==> config.mk <==
export PLATFORM = sky130hd
export DESIGN_NAME = wave_scheduler_flat
export DESIGN_NICKNAME = d
export VERILOG_FILES = /design/src/rtl/wave_scheduler_pkg.sv /design/src/rtl/wave_scheduler_if.sv /design/src/rtl/wave_scheduler_tick_divider.sv /design/src/rtl/wave_scheduler.sv /design/src/flat_wrapper.sv
export SDC_FILE = /design/constraint.sdc
export NUM_CORES = 1
export LEC_CHECK = 0
export ABC_CLOCK_PERIOD_IN_PS = 3350
export CAP_MARGIN = 0
export CORE_MARGIN = 10
export CORE_UTILIZATION = 45
export CTS_CLUSTER_DIAMETER = 50
export DETAILED_ROUTE_END_ITERATION = 16
export PLACE_DENSITY = 0.78
export SYNTH_ARGS = -nofsm -noshare
export SYNTH_HDL_FRONTEND = slang
export SYNTH_HIERARCHICAL = 1
export SYNTH_SLANG_ARGS = --single-unit
==> constraint.sdc <==
create_clock -name clk -period 3.35 [get_ports clk]
set_clock_uncertainty 0.1 [all_clocks]
set_input_delay 0.67 -clock clk [delete_from_list [all_inputs] [get_ports clk]]
set_output_delay 0.67 -clock clk [all_outputs]
set_load 0.05 [all_outputs]
==> src/rtl/wave_scheduler_pkg.sv <==
// Shared constants and state type for the waveform scheduler.
// Latency: none (declarations only).
// Backpressure: none (declarations only).
package wave_pkg;

  localparam int WAVE_W        = 8;    // generator sample width
  localparam int PERIOD_TICKS  = 256;  // advance strobes per full waveform period
  localparam int NUM_WAVES_DEF = 4;    // default size of the generator bank

  typedef enum logic [1:0] {
    IDLE,
    PRIME,
    RUN,
    SWITCH
  } sched_state_e;

endpackage

==> src/rtl/wave_scheduler_if.sv <==
// Configuration handshake between top-level control and the scheduler.
// Latency: a valid offer is latched on the edge it is seen while ready is high.
// Backpressure: cfg_ready is low whenever the scheduler is busy; offers are then ignored.
interface wave_scheduler_if #(
  parameter int DIV_W = 16,
  parameter int SEL_W = 2
);

  logic             cfg_valid;
  logic             cfg_ready;
  logic [DIV_W-1:0] cfg_div;
  logic [SEL_W-1:0] cfg_sel;
  logic             cfg_auto;
  logic [7:0]       cfg_periods;

  modport master (
    output cfg_valid, cfg_div, cfg_sel, cfg_auto, cfg_periods,
    input  cfg_ready
  );

  modport slave (
    input  cfg_valid, cfg_div, cfg_sel, cfg_auto, cfg_periods,
    output cfg_ready
  );

endinterface

==> src/rtl/wave_scheduler_tick_divider.sv <==
// Reloadable sample-rate divider: tick once every div+1 enabled clocks.
// Latency: tick is combinational from the count register, first tick after div+1 run cycles.
// Backpressure: run low freezes the count; clr forces it back to zero.
module tick_divider #(
  parameter int DIV_W = 16
) (
  input  logic             clk,
  input  logic             rst,
  input  logic             clr,
  input  logic             run,
  input  logic [DIV_W-1:0] div,
  output logic             tick
);

  logic [DIV_W-1:0] cnt_q;
  logic [DIV_W-1:0] cnt_d;

  assign tick = run && (cnt_q == div);

  // Count 0..div while running, reload on the tick, clear on request.
  always_comb begin
    cnt_d = cnt_q;
    if (clr) begin
      cnt_d = '0;
    end else if (run) begin
      cnt_d = tick ? '0 : cnt_q + DIV_W'(1);
    end
  end

  // Count register with synchronous active-low reset.
  always_ff @(posedge clk) begin
    if (!rst) begin
      cnt_q <= '0;
    end else begin
      cnt_q <= cnt_d;
    end
  end

endmodule

==> src/rtl/wave_scheduler.sv <==
// Sequences a bank of waveform generators onto one shared DAC sample.
// Latency: wave_out/wave_valid update two cycles after the gen_en that produced the sample.
// Backpressure: none on the sample path; configuration only accepted while idle.
module wave_scheduler
  import wave_pkg::*;
#(
  parameter int NUM_WAVES = NUM_WAVES_DEF,
  parameter int SEL_W     = 2,
  parameter int DIV_W     = 16
) (
  input  logic                        clk,
  input  logic                        rst,
  wave_scheduler_if.slave             cfg,
  input  logic                        start,
  input  logic                        stop,
  input  logic [NUM_WAVES*WAVE_W-1:0] wave_in,
  output logic                        gen_en,
  output logic [NUM_WAVES-1:0]        gen_rst,
  output logic [SEL_W-1:0]            sel,
  output logic [WAVE_W-1:0]           wave_out,
  output logic                        wave_valid,
  output logic                        period_done,
  output logic                        busy
);

  localparam logic [7:0]           LAST_TICK = 8'(PERIOD_TICKS - 1);
  localparam logic [NUM_WAVES-1:0] ONE_HOT0  = NUM_WAVES'(1);

  sched_state_e         state_q;
  logic [DIV_W-1:0]     div_q;
  logic [SEL_W-1:0]     sel_q;
  logic                 auto_q;
  logic [7:0]           periods_q;
  logic [7:0]           tick_cnt_q;
  logic [7:0]           per_cnt_q;
  logic [NUM_WAVES-1:0] gen_rst_q;

  logic [SEL_W-1:0]     sel_d1_q;
  logic                 en_d1_q;
  logic [WAVE_W-1:0]    wave_out_q;
  logic                 wave_valid_q;

  logic                 run_en;
  logic                 tick;
  logic                 last_period;
  logic [SEL_W-1:0]     sel_nx;
  logic [WAVE_W-1:0]    wave_arr [NUM_WAVES];

  // A stop cycle suppresses the strobe so the generators freeze where they are.
  assign run_en      = (state_q == RUN) && !stop;
  assign gen_en      = tick;
  assign period_done = tick && (tick_cnt_q == LAST_TICK);
  assign last_period = (per_cnt_q + 8'd1) == periods_q;
  assign sel_nx      = sel_q + SEL_W'(1);

  assign cfg.cfg_ready = (state_q == IDLE);
  assign busy          = (state_q != IDLE);
  assign gen_rst       = gen_rst_q;
  assign sel           = sel_q;
  assign wave_out      = wave_out_q;
  assign wave_valid    = wave_valid_q;

  tick_divider #(.DIV_W(DIV_W)) u_tick_divider (
    .clk  (clk),
    .rst  (rst),
    .clr  (state_q != RUN),
    .run  (run_en),
    .div  (div_q),
    .tick (tick)
  );

  // Unpack the generator bus so the sample mux is a plain array index.
  always_comb begin
    for (int i = 0; i < NUM_WAVES; i++) begin
      wave_arr[i] = wave_in[i*WAVE_W +: WAVE_W];
    end
  end

  // Scheduler FSM: config latch, priming, tick/period counting and rotation.
  // gen_rst is registered on the transition so it lines up with PRIME/SWITCH.
  always_ff @(posedge clk) begin
    if (!rst) begin
      state_q    <= IDLE;
      div_q      <= '0;
      sel_q      <= '0;
      auto_q     <= 1'b0;
      periods_q  <= 8'd1;
      tick_cnt_q <= '0;
      per_cnt_q  <= '0;
      gen_rst_q  <= '0;
    end else begin
      gen_rst_q <= '0;
      case (state_q)
        IDLE: begin
          if (cfg.cfg_valid) begin
            div_q     <= cfg.cfg_div;
            sel_q     <= cfg.cfg_sel;
            auto_q    <= cfg.cfg_auto;
            periods_q <= (cfg.cfg_periods == 8'd0) ? 8'd1 : cfg.cfg_periods;
          end
          if (start && !stop) begin
            state_q   <= PRIME;
            gen_rst_q <= ONE_HOT0 << (cfg.cfg_valid ? cfg.cfg_sel : sel_q);
          end
        end
        PRIME: begin
          tick_cnt_q <= '0;
          per_cnt_q  <= '0;
          state_q    <= RUN;
        end
        RUN: begin
          if (stop) begin
            state_q <= IDLE;
          end else if (tick) begin
            tick_cnt_q <= tick_cnt_q + 8'd1;
            if (period_done && auto_q) begin
              if (last_period) begin
                state_q   <= SWITCH;
                sel_q     <= sel_nx;
                gen_rst_q <= ONE_HOT0 << sel_nx;
              end else begin
                per_cnt_q <= per_cnt_q + 8'd1;
              end
            end
          end
        end
        SWITCH: begin
          tick_cnt_q <= '0;
          per_cnt_q  <= '0;
          state_q    <= stop ? IDLE : RUN;
        end
        default: state_q <= IDLE;
      endcase
    end
  end

  // Sample path: the generators update on the edge after gen_en, so capture
  // one cycle later using the index that was live when the strobe went out.
  always_ff @(posedge clk) begin
    if (!rst) begin
      en_d1_q      <= 1'b0;
      sel_d1_q     <= '0;
      wave_out_q   <= '0;
      wave_valid_q <= 1'b0;
    end else begin
      en_d1_q      <= gen_en;
      sel_d1_q     <= sel_q;
      wave_valid_q <= en_d1_q;
      if (en_d1_q) begin
        wave_out_q <= wave_arr[sel_d1_q];
      end
    end
  end

endmodule

==> src/flat_wrapper.sv <==
// flat-port wrapper written by rule: the top's interface ports become plain ports
module wave_scheduler_flat import wave_pkg::*;
#(
  parameter int NUM_WAVES = NUM_WAVES_DEF,
  parameter int SEL_W     = 2,
  parameter int DIV_W     = 16
)
  (clk, rst, start, stop, wave_in, gen_en, gen_rst, sel, wave_out, wave_valid, period_done, busy, cfg_cfg_valid, cfg_cfg_div, cfg_cfg_sel, cfg_cfg_auto, cfg_cfg_periods, cfg_cfg_ready);
  wave_scheduler_if #(.DIV_W(DIV_W), .SEL_W(SEL_W)) cfg_i ();
  input  logic clk;
  input  logic rst;
  input  logic start;
  input  logic stop;
  input  logic [NUM_WAVES*WAVE_W-1:0] wave_in;
  output logic gen_en;
  output logic [NUM_WAVES-1:0] gen_rst;
  output logic [SEL_W-1:0] sel;
  output logic [WAVE_W-1:0] wave_out;
  output logic wave_valid;
  output logic period_done;
  output logic busy;
  input wire logic [$bits(cfg_i.cfg_valid)-1:0] cfg_cfg_valid;
  input wire logic [$bits(cfg_i.cfg_div)-1:0] cfg_cfg_div;
  input wire logic [$bits(cfg_i.cfg_sel)-1:0] cfg_cfg_sel;
  input wire logic [$bits(cfg_i.cfg_auto)-1:0] cfg_cfg_auto;
  input wire logic [$bits(cfg_i.cfg_periods)-1:0] cfg_cfg_periods;
  output wire logic [$bits(cfg_i.cfg_ready)-1:0] cfg_cfg_ready;
  assign cfg_i.cfg_valid = cfg_cfg_valid;
  assign cfg_i.cfg_div = cfg_cfg_div;
  assign cfg_i.cfg_sel = cfg_cfg_sel;
  assign cfg_i.cfg_auto = cfg_cfg_auto;
  assign cfg_i.cfg_periods = cfg_cfg_periods;
  assign cfg_cfg_ready = cfg_i.cfg_ready;
  wave_scheduler #(.NUM_WAVES(NUM_WAVES), .SEL_W(SEL_W), .DIV_W(DIV_W)) u_core (.clk(clk), .rst(rst), .cfg(cfg_i), .start(start), .stop(stop), .wave_in(wave_in), .gen_en(gen_en), .gen_rst(gen_rst), .sel(sel), .wave_out(wave_out), .wave_valid(wave_valid), .period_done(period_done), .busy(busy));
endmodule
==> qor.txt, run 1 <==
Fin Hold WS - 0.380 ns
antenna diode count - 0
Initial Util - 47.0%
layout cell share with drive strength beyond 1 - 11.0%
Finished Cell Area - 0.00504 sq mm
Setup TNS - 0 ns
Final Net Count - 577
hpwl dp - 7.53 mm
die height - 113 um
GP Congestion - 0.878
Worst Hold Class - flop to flop
Seq/Total Area, Yosys - 39.3%
Critical R2R Capture - u_core/per_cnt_q[4]
routed wire length - 9.76 mm
core box area - 0.00834 sq mm
antenna violations before repair - 0
Post-DP Area - 0.00486 sq mm
ys async rst share - 0%
syn_nets - 496
pin count of the biggest net entering global routing - 43
Synth area leaders - dfxtp_1 39%, nand2_1 6.8%, xor2_1 6.3%
status - finished clean
hold path cells - 2
post-route clock period utilization - 93.8%
Num CTS Buffers - 9
Max Freq - 318 MHz
Clock Path Buffers - 2
initial drt markers - 163
clock latency on the worst-skew pair - 0.35 ns
syn avg cell area - 9.22 sq um
CP Data Arrival Time - 2.37 ns
DR pass1 iterations - 4
area occupied by multi-input gates - 0.00225 sq mm
post-synthesis register bit count - 77
Required @ worst endpoint - 2.58 ns
RSZ-0062 raised after global routing - false
hold wc startpoint - u_core/div_q[5]
grt total ovfl - 0
Leak - 1.83 nW
synthesized instance count - 425
CP Capture Type - output port
setup bufs post-CTS - 0
area of the mapped netlist - 0.00392 sq mm
Filler cells - 713
count leader, synth - dfxtp_1
CTS tree - built
GRT Total Usage - 14.9%
# port buffers - 82
number of max-cap violations - 0
via count - 3,261
io pins - 83
mean routed wirelength per cell - 15.9 um
Row Count - 33
Yosys top cell area share - 39.3%
vias in the first global route - 3,308
flip-flop and latch area - 0.00154 sq mm
Reg2Reg Depth - 10
Yosys warning total - 6
Vias/cell - 5.29
Die ar. - 0.0128 sq mm
CP Launch Type - flop
Chip Width - 113 um
Worst VDD drop - 0.224 mV
area delta synth->final - 28.6%
crit path max fanout - 6
CP Class - flop to output port
antenna viol nets, final - 0
top post-synthesis cells by count - 77 x dfxtp_1, 71 x nand2_1, 28 x xor2_1, 25 x a21boi_0, 22 x nor3_1
H-Tree Depth - 3
reg-to-reg critical path startpoint - u_core/u_tick_divider/cnt_q[4]
hold worst-path end - u_core/div_q[5]
worst slew pin tran - 0.896 ns
Hold-fix buffers, CTS - 0
Yosys top cell by area - dfxtp_1
power per cell area - 373 mW/mm^2
clk sinks - 77
post_cts resized - 0
Slew headroom - 40.1%
DRC - 0
Root Driver - clkbuf_8
min Tclk post-route - 3.14 ns
clock slew at reported path FFs - 0.08 ns
EDFF count, synth - 0
r2r setup slk - 0.26 ns
Final Slew Violations - 0
Final Hold Vio Count - 0
Finish-stage setup viols - 0
Yosys cell types - 56
main flop type after synthesis - dfxtp_1
first-pass GRT wire length - 16.1 mm
## cells in the final DEF, fill, tap and decap left out, types with 3 or more instances in the layout
master           Yosys  routed
nand2b_1             3       3
ha_1                 7       7
xor2_1              28      28
nor4_1               6       6
or4_1                3       3
nand4b_1             3       3
mux2i_1             11      11
inv_1               12      12
mux4_2               8       8
nand3_1              7       7
a21oi_1              6       6
clkdlybuf4s50_1      0      80
dfxtp_1             77      77
nor2b_1             10      10
o211ai_1             3       3
xnor2_1             20      20
and2_1               4       4
o21ai_0              7       7
clkbuf_8             0      10
nor2_1              19      18
nor3_1              22      21
nand4_1              9       9
o22ai_1              4       4
nand2_1             71      71
and3_1               6       6
a21boi_0            25      25
clkinvlp_4           0       3
buf_4                0       7
## cell families (layout without fill, tap and decap cells)
kind of cell               count (synthesis)  count (layout)  synth area share (%)
and+or+nand+nor                          182             182                  24.7
muxes                                     19              19                  7.41
adders and majority gates                  7               7                  2.23
xor gates and xnor gates                  48              48                  10.7
AOI/OAI and AO/OA                         61              61                  12.0
buffers and inverters                     31             117                  3.61
DFF                                       77              77                  39.3
## routing by layer
layer	part of all wire, %	track usage [%]
met4	1.5	4.99
met1	43	17.5
met2	51	26.0
met5	0	0
met3	4.2	3.65
## layout make-up
| cell class | instances | share of cell area (%) |
|---|---|---|
| Clock inverter | 5 | 0.720 |
| Sequential cell | 77 | 30.6 |
| Inverter | 12 | 0.894 |
| Multi-Input combinational cell | 317 | 44.6 |
| Tap cell | 105 | 2.61 |
| Clock buffer | 11 | 2.81 |
| Timing Repair Buffer | 89 | 17.7 |
## power breakdown
| part | switching [mW] | internal [mW] |
|---|---|---|
| registers | 0.0270 | 0.941 |
| clock network | 0.342 | 0.289 |
| logic | 0.135 | 0.149 |
## critical path, cell delays in order, from the launching register on
cell	delay, ns
dfxtp_1	0.46
xor2_1	0.14
nor4_1	0.32
nand4_1	0.24
nor3_4	0.26
nand4_1	0.22
nor2_2	0.23
buf_12	0.16
## worst max path at each step
stage	slack [ns]	endpoint	from	depth (start not counted)
final	0.21	period_done	u_core/u_tick_divider/cnt_q[4]	7
after global routing	0.07	period_done	u_core/u_tick_divider/cnt_q[4]	7
after CTS	0.21	period_done	u_core/u_tick_divider/cnt_q[4]	7
after detailed placement	0.1	u_core/per_cnt_q[4]	stop	10
after global placement	0.20	u_core/per_cnt_q[4]	stop	10
after floorplan	0.009	u_core/per_cnt_q[4]	stop	9
## per-stage QoR
step                      worst slack (ns)  cells  utilization (%)  power, mW
final                                0.209    616             60.4       1.88
after global routing                0.0660    616             60.4       1.96
after CTS                            0.208    616             60.4       1.90
after detailed placement            0.0973    600             58.3       1.27
after global placement               0.203    600             58.3       1.26
after floorplan                    0.00901    425                -       1.14
## registers in the layout (all words and copies together), names as in the netlist
| signal | count |
|---|---|
| u_core/u_tick_divider/cnt_q | 16 |
| u_core/tick_cnt_q | 8 |
| u_core/per_cnt_q | 8 |
| u_core/sel_d1_q | 2 |
| u_core/div_q | 16 |
| u_core/gen_rst | 4 |
| u_core/en_d1_q | 1 |
| u_core/periods_q | 8 |
| u_core/state_q | 2 |
| u_core/auto_q | 1 |
| u_core/wave_out | 8 |
| u_core/sel | 2 |
| u_core/wave_valid | 1 |
Note: power is estimated with default switching activity, not from simulation.
==> run 2, diff against run 1 <==
Settings changed: CELL_PAD_IN_SITES_DETAIL_PLACEMENT from default to 0, CELL_PAD_IN_SITES_GLOBAL_PLACEMENT from default to 2, CORE_UTILIZATION 45 to 31, PLACE_DENSITY 0.78 to 0.86.
==> run 2 against run 1 <==
  * Sequential power is essentially flat
  * Non-clock buffer count grew 1
  * Setup slack gained 0.035 ns
  * Critical path depth is the same
  * Largest cell class unchanged
==> qor.txt, run 2 (synthesis results as in run 1) <==
status - finished clean
mean routed wirelength per cell - 14.9 um (-6.2%)
CP Capture Type - output port
Die ar. - 0.0175 sq mm (+37%)
layout cell share with drive strength beyond 1 - 11.3% (+0.37 points)
critical path, cell by cell - xor2_1 > nor4_1 > nand4_1 > nor3_4 > nand4_1 > nor2_2 > buf_12
H-Tree Depth - 3 (unchanged)
post-route clock period utilization - 92.7% (-1.0 points)
Vias/cell - 4.75 (-10%)
number of max-cap violations - 0 (unchanged)
RSZ-0062 raised after global routing - false
fin worst setup slack - 0.244 ns (+0.0349 ns)
Clock Path Buffers - 2 (unchanged)
Finish-stage setup viols - 0 (unchanged)
clock slew at reported path FFs - 0.06 ns (-0.02 ns)
Slew headroom - 42.3% (+2.2 points)
pin count of the biggest net entering global routing - 43 (unchanged)
Initial Util - 31.3% (-16 points)
clock latency on the worst-skew pair - 0.34 ns (about the same)
DR pass1 iterations - 4 (unchanged)
Crit path top cell by count - nand4_1
die height - 132 um (+17%)
Worst Setup SP - u_core/u_tick_divider/cnt_q[10]
antenna violations before repair - 0 (unchanged)
leading registers by flop count - u_core/div_q x16, u_core/u_tick_divider/cnt_q x16
CP Class - flop to output port
Final Net Count - 578 (+0.17%)
Chip Width - 132 um (+17%)
CP Launch Type - flop
reg-to-reg critical path startpoint - u_core/u_tick_divider/cnt_q[10]
area delta synth->final - 35.5%
GP Congestion - 0.830 (-5.4%)
vias in the first global route - 3,245 (-1.9%)
DRC - 0 (unchanged)
min Tclk post-route - 3.11 ns (-0.0349 ns)
leading cell types in the layout, fill and taps excluded - 80 x clkdlybuf4s50_1, 77 x dfxtp_1, 71 x nand2_1
Worst VDD drop - 0.216 mV (-3.4%)
Root Driver - clkbuf_16
core box area - 0.0125 sq mm (+50%)
setup bufs post-CTS - 0 (unchanged)
Row Count - 41 (+24%)
Hold-fix buffers, CTS - 0 (unchanged)
Max stage delay cell, worst path - nor4_1
first-pass GRT wire length - 16.5 mm (+2.8%)
initial drt markers - 192 (+18%)
Required @ worst endpoint - 2.58 ns (about the same)
most common cell after layout, fill and taps aside - clkdlybuf4s50_1
post_cts resized - 0 (unchanged)
# port buffers - 82 (unchanged)
GRT Total Usage - 11.6% (-3.3 points)
clk sinks - 77 (unchanged)
grt total ovfl - 0 (unchanged)
Final Hold Vio Count - 0 (unchanged)
routed wire length - 10.2 mm (+4.1%)
CTS tree - built
io pins - 83 (unchanged)
pre-CTS setup slack - 0.156 ns (+0.0586 ns)
CP Data Arrival Time - 2.34 ns (-0.03 ns)
Num CTS Buffers - 9 (unchanged)
Worst Hold Class - flop to flop
worst slew pin tran - 0.864 ns (-0.0324 ns)
Leak - 1.93 nW (+5.2%)
hold wc startpoint - u_core/div_q[5]
Final Slew Violations - 0 (unchanged)
crit path max fanout - 3 (-3)
Max Freq - 322 MHz (+1.1%)
Filler cells - 1,231 (+73%)
Setup TNS - 0 ns (unchanged)
antenna diode count - 0 (unchanged)
power per cell area - 452 mW/mm^2 (+21%)
via count - 3,250 (-0.34%)
antenna viol nets, final - 0 (unchanged)
Largest stage delay, worst path - 0.34 ns (-0.12 ns)
hpwl dp - 7.76 mm (+3.0%)
==> run 2: cell types whose count changed in the layout (fill, tap and decap cells not counted), sizes merged <==
cell / before / now
clkinvlp: 3 / 1
clkinv: 2 / 1
buf: 9 / 10
bufinv: 0 / 3
==> run 2: critical path, delay by kind of cell (launching register included) <==
kind	cells	cell delay, ns
XOR/XNOR	1	0.20
buffers and inverters	1	0.16
flip-flops	1	0.33
AND/OR/NAND/NOR	5	1.31
==> run 2: worst paths after layout <==
path / endpoint / slack [ns] / cells after the start
worst max register to register: u_core/per_cnt_q[4] / 0.25 / 10
worst max-delay path: period_done / 0.24 / 7
worst min register to register: u_core/div_q[5] / 0.38 / 2
worst min-delay path: u_core/div_q[5] / 0.38 / 2
==> run 2: where the power goes <==
part / internal (mW) / total (mW) / switching (mW)
clock: 0.769 / 1.15 / 0.378
combinational: 0.149 / 0.285 / 0.136
sequential: 0.942 / 0.969 / 0.0271
total: 1.86 / 2.40 / 0.541
==> run 2: through the flow <==
step	hold WS [ns]	util (%)	area (sq um)	power (mW)	std cells
floorplan	0.355	-	3930	1.14	425
global placement	0.370	39.6	4950	1.27	668
detailed placement	0.373	39.6	4950	1.28	668
global route	0.408	42.4	5310	2.50	684
finish	0.376	42.4	5310	2.40	684
CTS	0.380	42.4	5310	2.44	684
==> run 2: routing by layer <==
metal  up-vias  wire length (um)  global-route usage (%)
li1       1646                 -                       -
met3         9               352                    3.82
met2        52              5110                    19.3
met5         -                 0                       0
met4         0               114                    3.12
met1      1543              4590                    14.0
==> run 2: cell type report <==
type	count	area, sq um	area share [%]
clock buffers	11	253	4.76
flip-flops and latches	77	1540	29.0
repair buffers	90	901	17.0
clock inverters	5	106	2.00
multi-input cells	317	2250	42.4
well taps	172	215	4.05
inverters	12	45.0	0.848
==> run 3, diff against run 2 <==
Settings changed: ABC_AREA from default to 1, CAP_MARGIN 0 to default, CORE_UTILIZATION 31 to 28, PLACE_DENSITY 0.86 to 0.85.
==> run 3 against run 2 <==
  * Die area is 20% higher
  * Wire length is 28% higher
  * Critical path depth is 2 higher
  * Clock-buffer cell count is 1 lower
  * Sequential share of layout area is 2.1 points lower
  * Synthesized cell count is 55% higher
==> qor.txt, run 3 <==
post-synthesis register bit count - 77 (unchanged)
EDFF count, synth - 0 (unchanged)
routed wire length - 13.0 mm (+28%)
Final Net Count - 812 (+40%)
GRT Total Usage - 12.3% (+0.71 points)
GR Layer Usage met3 - 3.91% (+0.089 points)
Required @ worst endpoint - 2.58 ns (about the same)
H-Tree Depth - 3 (unchanged)
most common cell after layout, fill and taps aside - nand2_1
pin count of the biggest net entering global routing - 26 (-40%)
count leader, synth - nand2_1
DR pass1 iterations - 5 (+1)
clock latency on the worst-skew pair - 0.35 ns (about the same)
cell family with most CP delay - simple AND/OR/NAND/NOR gates
Finish-stage setup viols - 0 (unchanged)
antenna diode count - 0 (unchanged)
GP Congestion - 0.810 (-2.4%)
Hold-fix buffers, CTS - 0 (unchanged)
cell-internal power - 1.67 mW (-10%)
CP Capture Type - output port
Psw - 695 uW (+29%)
main flop type after synthesis - dfxtp_1
antenna viol nets, final - 0 (unchanged)
# port buffers - 82 (unchanged)
reg-to-reg critical path startpoint - u_core/state_q[1]
Num CTS Buffers - 9 (unchanged)
power per cell area - 412 mW/mm^2 (-8.8%)
worst slew pin tran - 0.774 ns (-0.0895 ns)
hpwl dp - 10.2 mm (+31%)
Clock Path Buffers - 2 (unchanged)
vias in the first global route - 4,205 (+30%)
DRC - 0 (unchanged)
number of max-cap violations - 0 (unchanged)
Crit path top cell by count - nand2_1
area of the mapped netlist - 0.00439 sq mm (+12%)
CP Class - input port to output port
leading cell types in the layout, fill and taps excluded - 132 x nand2_1, 106 x nor2_1, 98 x inv_1
Leak - 2.40 nW (+25%)
Chip Width - 145 um (+9.6%)
Critical R2R Capture - u_core/sel[1]
CP Data Arrival Time - 2.36 ns (+0.02 ns)
Row Count - 45 (+9.8%)
Yosys top cell by area - dfxtp_1
Max stage delay cell, worst path - clkdlybuf4s50_1
ys async rst share - 0% (unchanged)
clk sinks - 77 (unchanged)
syn avg cell area - 6.66 sq um (-28%)
Final Slew Violations - 0 (unchanged)
crit path to - period_done
Setup TNS - 0 ns (unchanged)
Logic pwr share - 19.2% (+7.3 points)
Finished Cell Area - 0.00573 sq mm (+7.9%)
status - finished clean
GRT met2 Usage - 18.7% (-0.58 points)
critical path, cell by cell - clkdlybuf4s50_1 > nor2_1 > nand4_1 > a21oi_1 > nand2_1 > nor2_4 > nand2_1 > nor3_4 > buf_12
r2r setup slk - 0.56 ns (+0.31 ns)
CP Launch Type - input port
clock slew at reported path FFs - 0.06 ns (about the same)
post-route clock period utilization - 93.3% (+0.57 points)
Root Driver - clkbuf_16
grt total ovfl - 0 (unchanged)
Post-DP Area - 0.00546 sq mm (+10%)
Synth area leaders - dfxtp_1 35%, nand2_1 11%, nor2_1 9.2%
area delta synth->final - 30.6%
post_cts resized - 0 (unchanged)
Max Freq - 320 MHz (-0.61%)
syn_nets - 730 (+47%)
met1 Use GR - 16.0% (+2.0 points)
setup bufs post-CTS - 0 (unchanged)
Seq/Total Area, Yosys - 35.1% (-4.2 points)
Yosys top cell area share - 35.1% (-4.2 points)
first-pass GRT wire length - 21.5 mm (+30%)
Fin Hold WS - 0.374 ns (-0.00248 ns)
Initial Util - 28.8% (-2.5 points)
Post-Route Utilization - 37.5% (-4.9 points)
synthesized instance count - 659 (+55%)
crit path max fanout - 5 (+2)
clock share of power - 37.7% (-10 points)
Yosys cell types - 38 (-32%)
Slew headroom - 48.3% (+6.0 points)
io pins - 83 (unchanged)
Vias/cell - 4.51 (-5.0%)
top post-synthesis cells by count - 132 x nand2_1, 108 x nor2_1, 98 x inv_1, 77 x dfxtp_1, 50 x o21ai_0
Reg2Reg Depth - 17 (+7)
Largest stage delay, worst path - 0.49 ns (+0.15 ns)
core box area - 0.0153 sq mm (+22%)
Yosys warning total - 6 (unchanged)
CP Depth - 9 (+2)
mean routed wirelength per cell - 13.6 um (-8.6%)
gr busiest metal - met2
layout cell share with drive strength beyond 1 - 9.40% (-1.9 points)
min Tclk post-route - 3.13 ns (+0.0191 ns)
die height - 145 um (+9.6%)
CTS tree - built
initial drt markers - 222 (+16%)
Worst VDD drop - 0.192 mV (-11%)
power consumption - 2.36 mW (-1.7%)
Final Hold Vio Count - 0 (unchanged)
Worst Hold Class - flop to flop
via count - 4,315 (+33%)
Filler cells - 1,632 (+33%)
Worst Setup SP - stop
RSZ-0062 raised after global routing - false
Die ar. - 0.0211 sq mm (+20%)
leading registers by flop count - u_core/div_q x16, u_core/u_tick_divider/cnt_q x16
CP Buf/Inv Count - 2 (+1)
Sw Share - 29.4% (+6.9 points)
antenna violations before repair - 0 (unchanged)
sequential share of power - 43.2% (+2.8 points)
-- run 3: how the worst min path moves through the flow --
stage / cells after the start / start / endpoint
floorplan: 2 / u_core/tick_cnt_q[7] / u_core/tick_cnt_q[7]
global placement: 2 / u_core/tick_cnt_q[7] / u_core/tick_cnt_q[7]
detailed placement: 2 / u_core/tick_cnt_q[7] / u_core/tick_cnt_q[7]
CTS: 2 / u_core/tick_cnt_q[7] / u_core/tick_cnt_q[7]
global route: 2 / u_core/periods_q[4] / u_core/periods_q[4]
finish: 2 / u_core/tick_cnt_q[7] / u_core/tick_cnt_q[7]
-- run 3: cells by family after synthesis --
group                      Yosys count  synth area share (%)
AOI/OAI and AO/OA                   86                  11.1
xor gates and xnor gates            14                  2.79
adders and majority gates            7                  2.00
buffers and inverters              120                  11.0
DFF                                 77                  35.1
muxes                                8                  1.82
and+or+nand+nor                    347                  36.2
-- run 3: layer usage --
metal  vias to the layer above  routed length [um]  share of wire, %
met5                         -                   0                 0
met4                         0                 221               1.7
met3                        19                 864               6.7
met2                       111                5530                43
met1                      1928                6370                49
li1                       2257                   -                 -
-- run 3: power groups by stage --
stage / Sequential (mW) / Combinational [mW] / Clock [mW]
5_1_grt: 1.03 / 0.510 / 0.957
4_1_cts: 1.02 / 0.456 / 0.925
3_3_place_gp: 1.04 / 0.452 / 0
3_5_place_dp: 1.04 / 0.453 / 0
2_1_floorplan: 1.03 / 0.289 / 0
6_report: 1.02 / 0.453 / 0.889
-- run 3: cell type report --
cell class / count / area [sq um] / area share, %
multi-input combinational: 462 / 2380 / 41.6
sequential: 77 / 1540 / 26.9
timing repair buffer: 89 / 893 / 15.6
inverter: 102 / 383 / 6.68
tap: 211 / 264 / 4.61
clock buffer: 10 / 239 / 4.17
clock inverter: 5 / 27.5 / 0.480
-- run 3: tightest hold or removal path, cell delays in order, from the launching register on --
cell     delay (ns)
dfxtp_1        0.31
inv_1          0.06
a21oi_1        0.05
-- run 3: per-stage QoR --
stage | setup WS (ns) | instances
2_1_floorplan | 0.0387 | 659
3_3_place_gp | 0.263 | 941
3_5_place_dp | 0.143 | 941
4_1_cts | 0.186 | 956
5_1_grt | 0.0705 | 956
6_report | 0.224 | 956
==> variant (settings of run 2) <==
Encoding of `sched_state_e`: now one-hot (4 bits for 4 states).
--- a/src/rtl/wave_scheduler_pkg.sv
+++ b/src/rtl/wave_scheduler_pkg.sv
@@ -7,11 +7,11 @@
   localparam int PERIOD_TICKS  = 256;  // advance strobes per full waveform period
   localparam int NUM_WAVES_DEF = 4;    // default size of the generator bank
 
-  typedef enum logic [1:0] {
-    IDLE,
-    PRIME,
-    RUN,
-    SWITCH
+  typedef enum logic [3:0] {
+    IDLE   = 4'b0001,
+    PRIME  = 4'b0010,
+    RUN    = 4'b0100,
+    SWITCH = 4'b1000
   } sched_state_e;
 
 endpackage
Behaviour: no difference found for any inputs over 4 cycles, from zero or initial values and one cycle with rst low; so few cycles prove little.
==> variant against run 2 <==
Maximum frequency about the same; via count is 11% higher; routed wire length is 9.0% higher; setup slack got worse by 2.2 ps; design area grew 2.7%; core utilization increased by 0.25 points; sequential cell count up 2; power is 4.9% lower; area after synthesis is 4.2% higher; largest cell class unchanged.
==> variant: results (changes against run 2) <==
metric,value,unit,change
status,completed,,unchanged
largest net degree at the start of global routing,31,,was 43
worst path arrival time,2340,ps,about the same
initial antenna violation count,0,,unchanged
CP max FO,5,,was 3
Post-synth ARST share,0,%,unchanged
Synth warnings,6,,unchanged
clock root buffer,clkbuf_16,,unchanged
"non-filler cells, final",731,,was 684
R2R Setup Slk,400,ps,was 250 ps
TritonCTS Buffers,9,,unchanged
Tot GR Track Use,12.5,%,was 11.6%
Area contributors post-synth,"dfxtp_1, nand2_1, xor2_1, xnor2_1, mux4_2",,"was dfxtp_1, nand2_1, xor2_1, a21boi_0, mux4_2"
vias in the first global route,3693,,was 3245
Regs by FF count,"u_core/div_q (16), u_core/u_tick_divider/cnt_q (16)",,unchanged
initial DRC count,207,,was 192
Hold WC Path Type,reg2reg,,unchanged
clock-pin slew on the worst setup and hold paths,60,ps,about the same
placed cells,714,,was 668
HPWL after DPL,8450,um,was 7760 um
Area after DPL,5150,um^2,was 4950 um^2
first-pass GRT wire length,18400,um,was 16500 um
Mapped Cells,474,,was 425
worst skew pair latency,340,ps,about the same
ANT cells,0,,unchanged
syn_nets,545,,was 496
routed length per instance,15.2,um,was 14.9 um
drt first pass iters,4,,unchanged
RD Place Congestion,0.829,,was 0.830
Worst VDD drop,0.245,mV,was 0.216 mV
Fin. Hold Viols,0,,unchanged
"top cells by count, synth","dfxtp_1, nand2_1, nor2_1, a21oi_1, nor3_1",,"was dfxtp_1, nand2_1, xor2_1, a21boi_0, nor3_1"
Worst-Margin Slew,845,ps,was 864 ps
CTS max path bufs,2,,unchanged
hold-fix buffers at CTS,0,,unchanged
"Seq/Total Area, Yosys",38.7,%,was 39.3%
nets,625,,was 578
Port Buffers,82,,unchanged
htree depth,3,,unchanged
share of layout cells above drive strength 1,10.6,%,was 11.3%
Leakage,1.96,nW,was 1.93 nW
NetSw,572,uW,was 541 uW
Yosys cell types,57,,was 56
vias per cell,4.94,,was 4.75
## variant: path summary, 6_finish.rpt
kind,start,end,cells after the start
worst max-delay path,u_core/state_q[2],period_done,10
worst min-delay path,u_core/auto_q,u_core/auto_q,2
worst max register to register,u_core/state_q[2],u_core/per_cnt_q[6],11
worst min register to register,u_core/auto_q,u_core/auto_q,2
## variant: final cells by class
type	instances	area [um^2]
Fill cell	1266	7320
Multi-Input combinational cell	354	2360
Sequential cell	79	1580
Timing Repair Buffer	96	945
Clock buffer	14	284
Tap cell	172	215
Inverter	14	52.6
Clock inverter	2	12.5
## variant: routing by layer
| metal | part of all wire [%] | routed length [um] | vias to the layer above | GRT usage [%] |
|---|---|---|---|---|
| met3 | 5.0 | 558 | 17 | 4.38 |
| met1 | 43 | 4790 | 1687 | 14.1 |
| met2 | 49 | 5460 | 75 | 20.7 |
| li1 | - | - | 1831 | - |
| met4 | 2.5 | 276 | 0 | 5.32 |
| met5 | 0 | 0 | - | 0 |
## variant: timing repair
action,4_1_cts,5_1_grt
setup buffers,0,1
endpoints found under the setup margin,1,1
pin swaps,0,2
resized for setup,1,0
## variant: per-stage QoR
stage / hold slack [ps] / setup slack (ps) / total power, mW
6_report: 359 / 241 / 2.28
2_1_floorplan: 336 / 38.8 / 1.21
3_5_place_dp: 357 / 229 / 1.36
5_1_grt: 392 / 79.7 / 2.40
4_1_cts: 365 / 115 / 2.32
3_3_place_gp: 353 / 295 / 1.35
## variant: critical path: stages (launching register included)
cell and delay [ps]:
dfxtp_1 380, or3b_4 420, nor2_4 120, inv_2 80
nor2_4 130, inv_2 80, nor3_4 220, nand4_1 160
buf_4 180, nor2_4 90, buf_12 140
## variant: logic make-up after synthesis
logic type,synth area share (%)
xor gates and xnor gates,9.87
buffers and inverters,4.35
adders and majority gates,2.15
AOI/OAI and AO/OA,13.4
muxes,6.86
and+or+nand+nor,24.6
DFF,38.7
## variant: power groups by stage
stage | logic [mW] | registers [mW] | clock network, mW
after floorplan | 0.191 | 1.02 | 0
after global placement | 0.332 | 1.02 | 0
after CTS | 0.336 | 1.00 | 0.983
after global routing | 0.365 | 1.00 | 1.04
after detailed placement | 0.336 | 1.02 | 0
final | 0.333 | 0.999 | 0.953
